`config.mk`:
```
export PLATFORM = sky130hd
export DESIGN_NAME = corr_sync_flat
export DESIGN_NICKNAME = d
export VERILOG_FILES = /design/src/rtl/corr_sync_if.sv /design/src/rtl/corr_sync.sv /design/src/flat_wrapper.sv
export SDC_FILE = /design/constraint.sdc
export NUM_CORES = 1
export LEC_CHECK = 0
export ABC_AREA = 1
export CAP_MARGIN = 20
export CORE_ASPECT_RATIO = 0.75
export CORE_MARGIN = 3
export CORE_UTILIZATION = 40
export CTS_CLUSTER_DIAMETER = 150
export DETAILED_ROUTE_END_ITERATION = 7
export PLACE_DENSITY = 0.64
export SKIP_LAST_GASP = 1
export SYNTH_ARGS = -nofsm -noshare
export SYNTH_HDL_FRONTEND = slang
export SYNTH_SLANG_ARGS = --single-unit
```
`constraint.sdc`:
```
create_clock -name clk -period 3.24 [get_ports clk]
set_input_delay 0.648 -clock clk [delete_from_list [all_inputs] [get_ports clk]]
set_output_delay 0.648 -clock clk [all_outputs]
set_load 0.02 [all_outputs]
```
`src/rtl/corr_sync_if.sv`:
```
// Bundles the stream ports of corr_sync. The master side drives the input
// bitstreams and controls. The slave side is the correlation manipulator.
interface corr_sync_if #(
  parameter int CW = 2
);
  logic          in_valid;
  logic          in_a;
  logic          in_b;
  logic          mode;
  logic          flush;
  logic          out_valid;
  logic          out_a;
  logic          out_b;
  logic [CW-1:0] cnt_a;
  logic [CW-1:0] cnt_b;
  logic          busy;

  modport master (
    output in_valid, in_a, in_b, mode, flush,
    input  out_valid, out_a, out_b, cnt_a, cnt_b, busy
  );

  modport slave (
    input  in_valid, in_a, in_b, mode, flush,
    output out_valid, out_a, out_b, cnt_a, cnt_b, busy
  );
endinterface

```
`src/rtl/corr_sync.sv`:
```
// Stochastic-computing correlation manipulator. It reorders the 1-bits of two
// bitstreams so that the streams become positively correlated (mode=0) or
// negatively correlated (mode=1). Each stream has a small save counter. The
// counter holds 1-bits that were taken out of the stream and not yet
// re-emitted, so the number of 1-bits in each stream is preserved.
module corr_sync #(
  parameter int DEPTH = 2,
  parameter int CW    = $clog2(DEPTH + 1)
) (
  input logic         clk,
  input logic         rst_n,
  corr_sync_if.slave  bus
);

  localparam logic [CW-1:0] DEPTH_C = CW'(DEPTH);
  localparam logic [CW-1:0] ZERO_C  = {CW{1'b0}};
  localparam logic [CW-1:0] ONE_C   = CW'(1);

  logic [CW-1:0] cnt_a_q, cnt_a_d;
  logic [CW-1:0] cnt_b_q, cnt_b_d;
  logic          out_a_q, out_a_d;
  logic          out_b_q, out_b_d;
  logic          valid_q;

  assign bus.out_valid = valid_q;
  assign bus.out_a     = out_a_q;
  assign bus.out_b     = out_b_q;
  assign bus.cnt_a     = cnt_a_q;
  assign bus.cnt_b     = cnt_b_q;
  assign bus.busy      = (cnt_a_q != ZERO_C) || (cnt_b_q != ZERO_C);

  // Next-state rules. The priority is invalid, then flush, then mode.
  // A counter only moves by one step, and only when it is not at a limit,
  // so it can never wrap.
  always_comb begin
    cnt_a_d = cnt_a_q;
    cnt_b_d = cnt_b_q;
    out_a_d = 1'b0;
    out_b_d = 1'b0;
    if (!bus.in_valid) begin
      out_a_d = 1'b0;
      out_b_d = 1'b0;
    end else if (bus.flush) begin
      // Each stream drains on its own. Input 1-bits pass through, and a 0
      // slot is filled from the saved bits when any are held.
      if (bus.in_a) begin
        out_a_d = 1'b1;
      end else if (cnt_a_q != ZERO_C) begin
        out_a_d = 1'b1;
        cnt_a_d = cnt_a_q - ONE_C;
      end else begin
        out_a_d = 1'b0;
      end
      if (bus.in_b) begin
        out_b_d = 1'b1;
      end else if (cnt_b_q != ZERO_C) begin
        out_b_d = 1'b1;
        cnt_b_d = cnt_b_q - ONE_C;
      end else begin
        out_b_d = 1'b0;
      end
    end else if (!bus.mode) begin
      // Synchronise. A lone 1-bit is either paired with a bit saved on the
      // other stream, or held back until a partner arrives. Because a bit is
      // held only when the other counter is empty, at most one counter is
      // nonzero.
      case ({bus.in_a, bus.in_b})
        2'b10: begin
          if (cnt_b_q != ZERO_C) begin
            out_a_d = 1'b1;
            out_b_d = 1'b1;
            cnt_b_d = cnt_b_q - ONE_C;
          end else if (cnt_a_q < DEPTH_C) begin
            cnt_a_d = cnt_a_q + ONE_C;
          end else begin
            out_a_d = 1'b1;
          end
        end
        2'b01: begin
          if (cnt_a_q != ZERO_C) begin
            out_a_d = 1'b1;
            out_b_d = 1'b1;
            cnt_a_d = cnt_a_q - ONE_C;
          end else if (cnt_b_q < DEPTH_C) begin
            cnt_b_d = cnt_b_q + ONE_C;
          end else begin
            out_b_d = 1'b1;
          end
        end
        default: begin
          out_a_d = bus.in_a;
          out_b_d = bus.in_b;
        end
      endcase
    end else begin
      // Desynchronise. Overlapping 1-bits are split apart by saving one of
      // them. The saved bit is emitted later in a slot where both inputs
      // are 0.
      case ({bus.in_a, bus.in_b})
        2'b11: begin
          if (cnt_a_q < DEPTH_C) begin
            out_b_d = 1'b1;
            cnt_a_d = cnt_a_q + ONE_C;
          end else if (cnt_b_q < DEPTH_C) begin
            out_a_d = 1'b1;
            cnt_b_d = cnt_b_q + ONE_C;
          end else begin
            out_a_d = 1'b1;
            out_b_d = 1'b1;
          end
        end
        2'b00: begin
          if (cnt_a_q != ZERO_C) begin
            out_a_d = 1'b1;
            cnt_a_d = cnt_a_q - ONE_C;
          end else if (cnt_b_q != ZERO_C) begin
            out_b_d = 1'b1;
            cnt_b_d = cnt_b_q - ONE_C;
          end else begin
            out_a_d = 1'b0;
            out_b_d = 1'b0;
          end
        end
        default: begin
          out_a_d = bus.in_a;
          out_b_d = bus.in_b;
        end
      endcase
    end
  end

  // Register the counters and the outputs. An asynchronous reset discards
  // all buffered bits.
  always_ff @(posedge clk or negedge rst_n) begin
    if (!rst_n) begin
      cnt_a_q <= ZERO_C;
      cnt_b_q <= ZERO_C;
      out_a_q <= 1'b0;
      out_b_q <= 1'b0;
      valid_q <= 1'b0;
    end else begin
      cnt_a_q <= cnt_a_d;
      cnt_b_q <= cnt_b_d;
      out_a_q <= out_a_d;
      out_b_q <= out_b_d;
      valid_q <= bus.in_valid;
    end
  end

endmodule

```
`src/flat_wrapper.sv`:
```
// flat-port wrapper written by rule: the top's interface ports become plain ports
module corr_sync_flat 
#(
  parameter int DEPTH = 2,
  parameter int CW    = $clog2(DEPTH + 1)
)
  (clk, rst_n, bus_in_valid, bus_in_a, bus_in_b, bus_mode, bus_flush, bus_out_valid, bus_out_a, bus_out_b, bus_cnt_a, bus_cnt_b, bus_busy);
  corr_sync_if #(.CW(CW)) bus_i ();
  input logic clk;
  input logic rst_n;
  input wire logic [$bits(bus_i.in_valid)-1:0] bus_in_valid;
  input wire logic [$bits(bus_i.in_a)-1:0] bus_in_a;
  input wire logic [$bits(bus_i.in_b)-1:0] bus_in_b;
  input wire logic [$bits(bus_i.mode)-1:0] bus_mode;
  input wire logic [$bits(bus_i.flush)-1:0] bus_flush;
  output wire logic [$bits(bus_i.out_valid)-1:0] bus_out_valid;
  output wire logic [$bits(bus_i.out_a)-1:0] bus_out_a;
  output wire logic [$bits(bus_i.out_b)-1:0] bus_out_b;
  output wire logic [$bits(bus_i.cnt_a)-1:0] bus_cnt_a;
  output wire logic [$bits(bus_i.cnt_b)-1:0] bus_cnt_b;
  output wire logic [$bits(bus_i.busy)-1:0] bus_busy;
  assign bus_i.in_valid = bus_in_valid;
  assign bus_i.in_a = bus_in_a;
  assign bus_i.in_b = bus_in_b;
  assign bus_i.mode = bus_mode;
  assign bus_i.flush = bus_flush;
  assign bus_out_valid = bus_i.out_valid;
  assign bus_out_a = bus_i.out_a;
  assign bus_out_b = bus_i.out_b;
  assign bus_cnt_a = bus_i.cnt_a;
  assign bus_cnt_b = bus_i.cnt_b;
  assign bus_busy = bus_i.busy;
  corr_sync #(.DEPTH(DEPTH), .CW(CW)) u_core (.clk(clk), .rst_n(rst_n), .bus(bus_i));
endmodule
```
==> key figures <==
Synth
  – Synth Instances: between 100 and 150
  – Area share of the largest cell type after synthesis: 20.00%
  – Synth top area cells: dfrtp_1 20%, ha_1 19%, nand2_1 18%
  – Adder-cell share of the synthesized area: between 10% and 20%
  – Cell taking the most area after synthesis: dfrtp_1
  – Synth cell count leaders: 41 x nand2_1, 24 x nand3_1, 16 x inv_1
  – Unique cell type count in the Yosys netlist: 18
  – Combinational family with the most area after synthesis: simple AND/OR/NAND/NOR gates
  – Syn_nets: about 150
  – Register bit total from synthesis: 7
  – Compound-Gate Fraction of Synth Area: around 4.7%
  – Main synth FF type: dfrtp_1
  – Post-synthesis mux area share: 0%
  – Post-synthesis xor/xnor area fraction: 0%
  – Simple-Gate Fraction of Synth Area: 45.57%
  – EDFF count, synth: 0
  – Post-Syn Area: slightly below 900 um2
  – Cell with the most instances after synthesis: nand2_1
  – Ys async rst share: 100.0%
  – Synthesis warning total: 0
  – Sequential-to-total area share from yosys stat: approximately a fifth
  – Syn avg cell area: roughly 6.6 um2

CTS
  – CTS resizes: 0
  – Clock-pin slew on the worst setup and hold paths: 60 ps
  – CTS HTree Levels: 1
  – CTS Sinks: 7
  – TritonCTS clock tree: done
  – CTS Root Cell: clkbuf_4
  – Postcts setup bufs: 0
  – Worst-Skew Late Latency: about 260 ps
  – # hold bufs at CTS: 0
  – TritonCTS Buffers: 3
  – Max Root-Sink Buffers: 2

Power and ir drop
  – VDD IR max: ~280 uV
  – Clock power share: 17.2%
  – Register share of total power: between 20 and 25%
  – Pleak: ~0.54 nW
  – Comb pwr share: about three fifths
  – Pwr per Cell Area: between 400 and 500 nW/um2
  – Sw Ratio: 46.36%
  – Psw: between 0.2 and 0.25 mW
  – Internal Power: 0.2703 mW

Setup path
  – CP cell instances: inv_1 > ha_1 > nand2_1 > clkdlybuf4s50_1
  – Crit path launch type: flip-flop
  – Critical path capture point type: output port
  – Worst Path Arrival: 1890 ps
  – Data required time at the worst endpoint: around 2600 ps
  – Reg2reg path depth: 7
  – Crit-path slowest cell: clkdlybuf4s50_1
  – CP Class: flip-flop to output port
  – Worst-path fanout max: 7
  – Setup slack, reg-to-reg: roughly 1700 ps
  – CP max stage delay: 550 ps

Timing
  – Fin crit share: roughly four fifths
  – RSZ-0062 raised after global routing: no
  – Worst clock skew: 6.109 ps
  – Worst-margin pin slew: 522.9 ps
  – Slew HR: 65.10%
  – # setup viols final: 0
  – Post-route setup slack: between 600 and 700 ps
  – Setup TNS: 0 ps
  – Fmax: between 0.3 and 0.4 GHz
  – Fin. max-slew vios: 0
  – Final Hold Vio Count: 0
  – Final min period: between 2000 and 3000 ps

Global route
  – Antenna violations before repair: 0
  – Grt ovf: 0
  – Total GRT Usage: between 10% and 20%
  – Global-route wire length before repair: 3712 um
  – Largest net degree at the start of global routing: 13
  – Vias in the first global route: 812

Floorplan
  – Starting Density: 43.10%
  – Core footprint: about 2000 um2
  – # rows: 14
  – Die Span X: around 60 um
  – IO Pins: 15
  – Die height: 46.53 um
  – Die ar.: roughly 2800 um2

Run
  – # Max-Cap Violations: 0

Detailed routing
  – Met1 WL: roughly 1100 um
  – Wire length per cell: roughly 13 um
  – 1st-pass router iterations: 4
  – DR iter-0 viols: 48
  – Post-DR vias/cell: between 5 and 6
  – DRC: 0
  – Post-DRT Antenna Nets: 0
  – DR WL met2: 1064 um
  – Met3 routed WL: around 110 um
  – WL final: between 2000 and 2500 um
  – Top routing layer used: met4
  – Via Count: between 800 and 900

Placement
  – Half-perimeter wire length after detailed placement: roughly 1800 um
  – Number of port buffers: 14
  – GPL Wtd Cong: between 0.9 and 1
  – Pre-CTS WS: between 800 and 900 ps

Finish
  – Fillers: 226
  – Layout net count: 171
  – Core Util, Final: ~52%
  – Area growth syn-to-layout: 20.71%
  – Layout cells sized above 1: between 10% and 20%
  – Diode count: 0

Hold path
  – HP Class: flip-flop to flip-flop
  – Hold depth: 2

Status
  – Status: finished, final reports clean
[logic make-up (layout without fill, tap and decap cells)]
group,count (synthesis),count (layout)
and+or+nand+nor,84,84
buffers and inverters,22,39
DFF,7,7
AOI/OAI and AO/OA,7,7
adders and majority gates,13,13
[worst max-delay path: cells and delay by family, from the launching register on]
| family | cells | cell delay (ps) |
|---|---|---|
| DFF | 1 | 430 |
| buffers and inverters | 2 | 730 |
| adders and majority gates | 1 | 360 |
| and+or+nand+nor | 1 | 120 |
[placed cells by master (no fill, tap or decap), types with 2 or more instances in the layout]
cell type,count
clkbuf_4,3
clkdlybuf4s50_1,14
dfrtp_1,7
ha_1,13
inv_1,16
inv_2,4
nand2_1,41
nand2_2,4
nand2_4,2
nand3_1,24
nor2_1,7
nor2_2,2
nor2_4,2
o21ai_0,2
o21ai_1,3
[sequential cells by signal, indices dropped and copies added, names as in the netlist]
signal and cells:
u_core.bus.cnt_a 2, u_core.bus.out_valid 1, u_core.bus.out_a 1, u_core.bus.out_b 1, u_core.bus.cnt_b 2
[layout make-up]
class	count	area, um2	area share (%)
clock buffer	4	26.28	2.485
timing repair buffer	15	147.6	13.96
inverter	20	75.07	7.101
sequential	7	175.2	16.57
multi-input combinational	104	603.1	57.04
tap	24	30.03	2.840
[path summary, 6_finish.rpt]
kind                                startpoint              endpoint
setup / recovery           u_core.bus.cnt_a[1]              bus_busy
max in group asynchronous                rst_n      u_core.bus.out_a
hold reg to reg            u_core.bus.cnt_b[0]   u_core.bus.cnt_b[0]
min in group asynchronous                rst_n  u_core.bus.out_valid
setup reg to reg           u_core.bus.cnt_a[1]      u_core.bus.out_a
hold / removal             u_core.bus.cnt_b[0]   u_core.bus.cnt_b[0]
[through the flow]
step           power (mW)  cell area, um2  hold WS (ps)  std cells
3_5_place_dp       0.4184            1031         538.0        170
2_1_floorplan      0.3132           875.8         352.4        133
3_3_place_gp       0.4100            1031         528.1        170
4_1_cts            0.5040            1057         551.6        174
5_1_grt            0.5479            1057         605.9        174
6_report           0.5040            1057         551.9        174
[layer usage]
layer,vias up,global-route usage (%)
li1,452,-
met1,411,25.37
met2,32,29.31
met3,2,1.681
met4,0,6.637
met5,-,0
[power by group through the flow]
stage / sequential, mW / clock (mW) / combinational, mW
global route: 0.128 / 0.0929 / 0.327
CTS: 0.124 / 0.0861 / 0.294
detailed placement: 0.126 / 0 / 0.292
floorplan: 0.145 / 0 / 0.168
finish: 0.124 / 0.0865 / 0.294
global placement: 0.125 / 0 / 0.285
No activity file was read; power rests on OpenSTA's default activity.
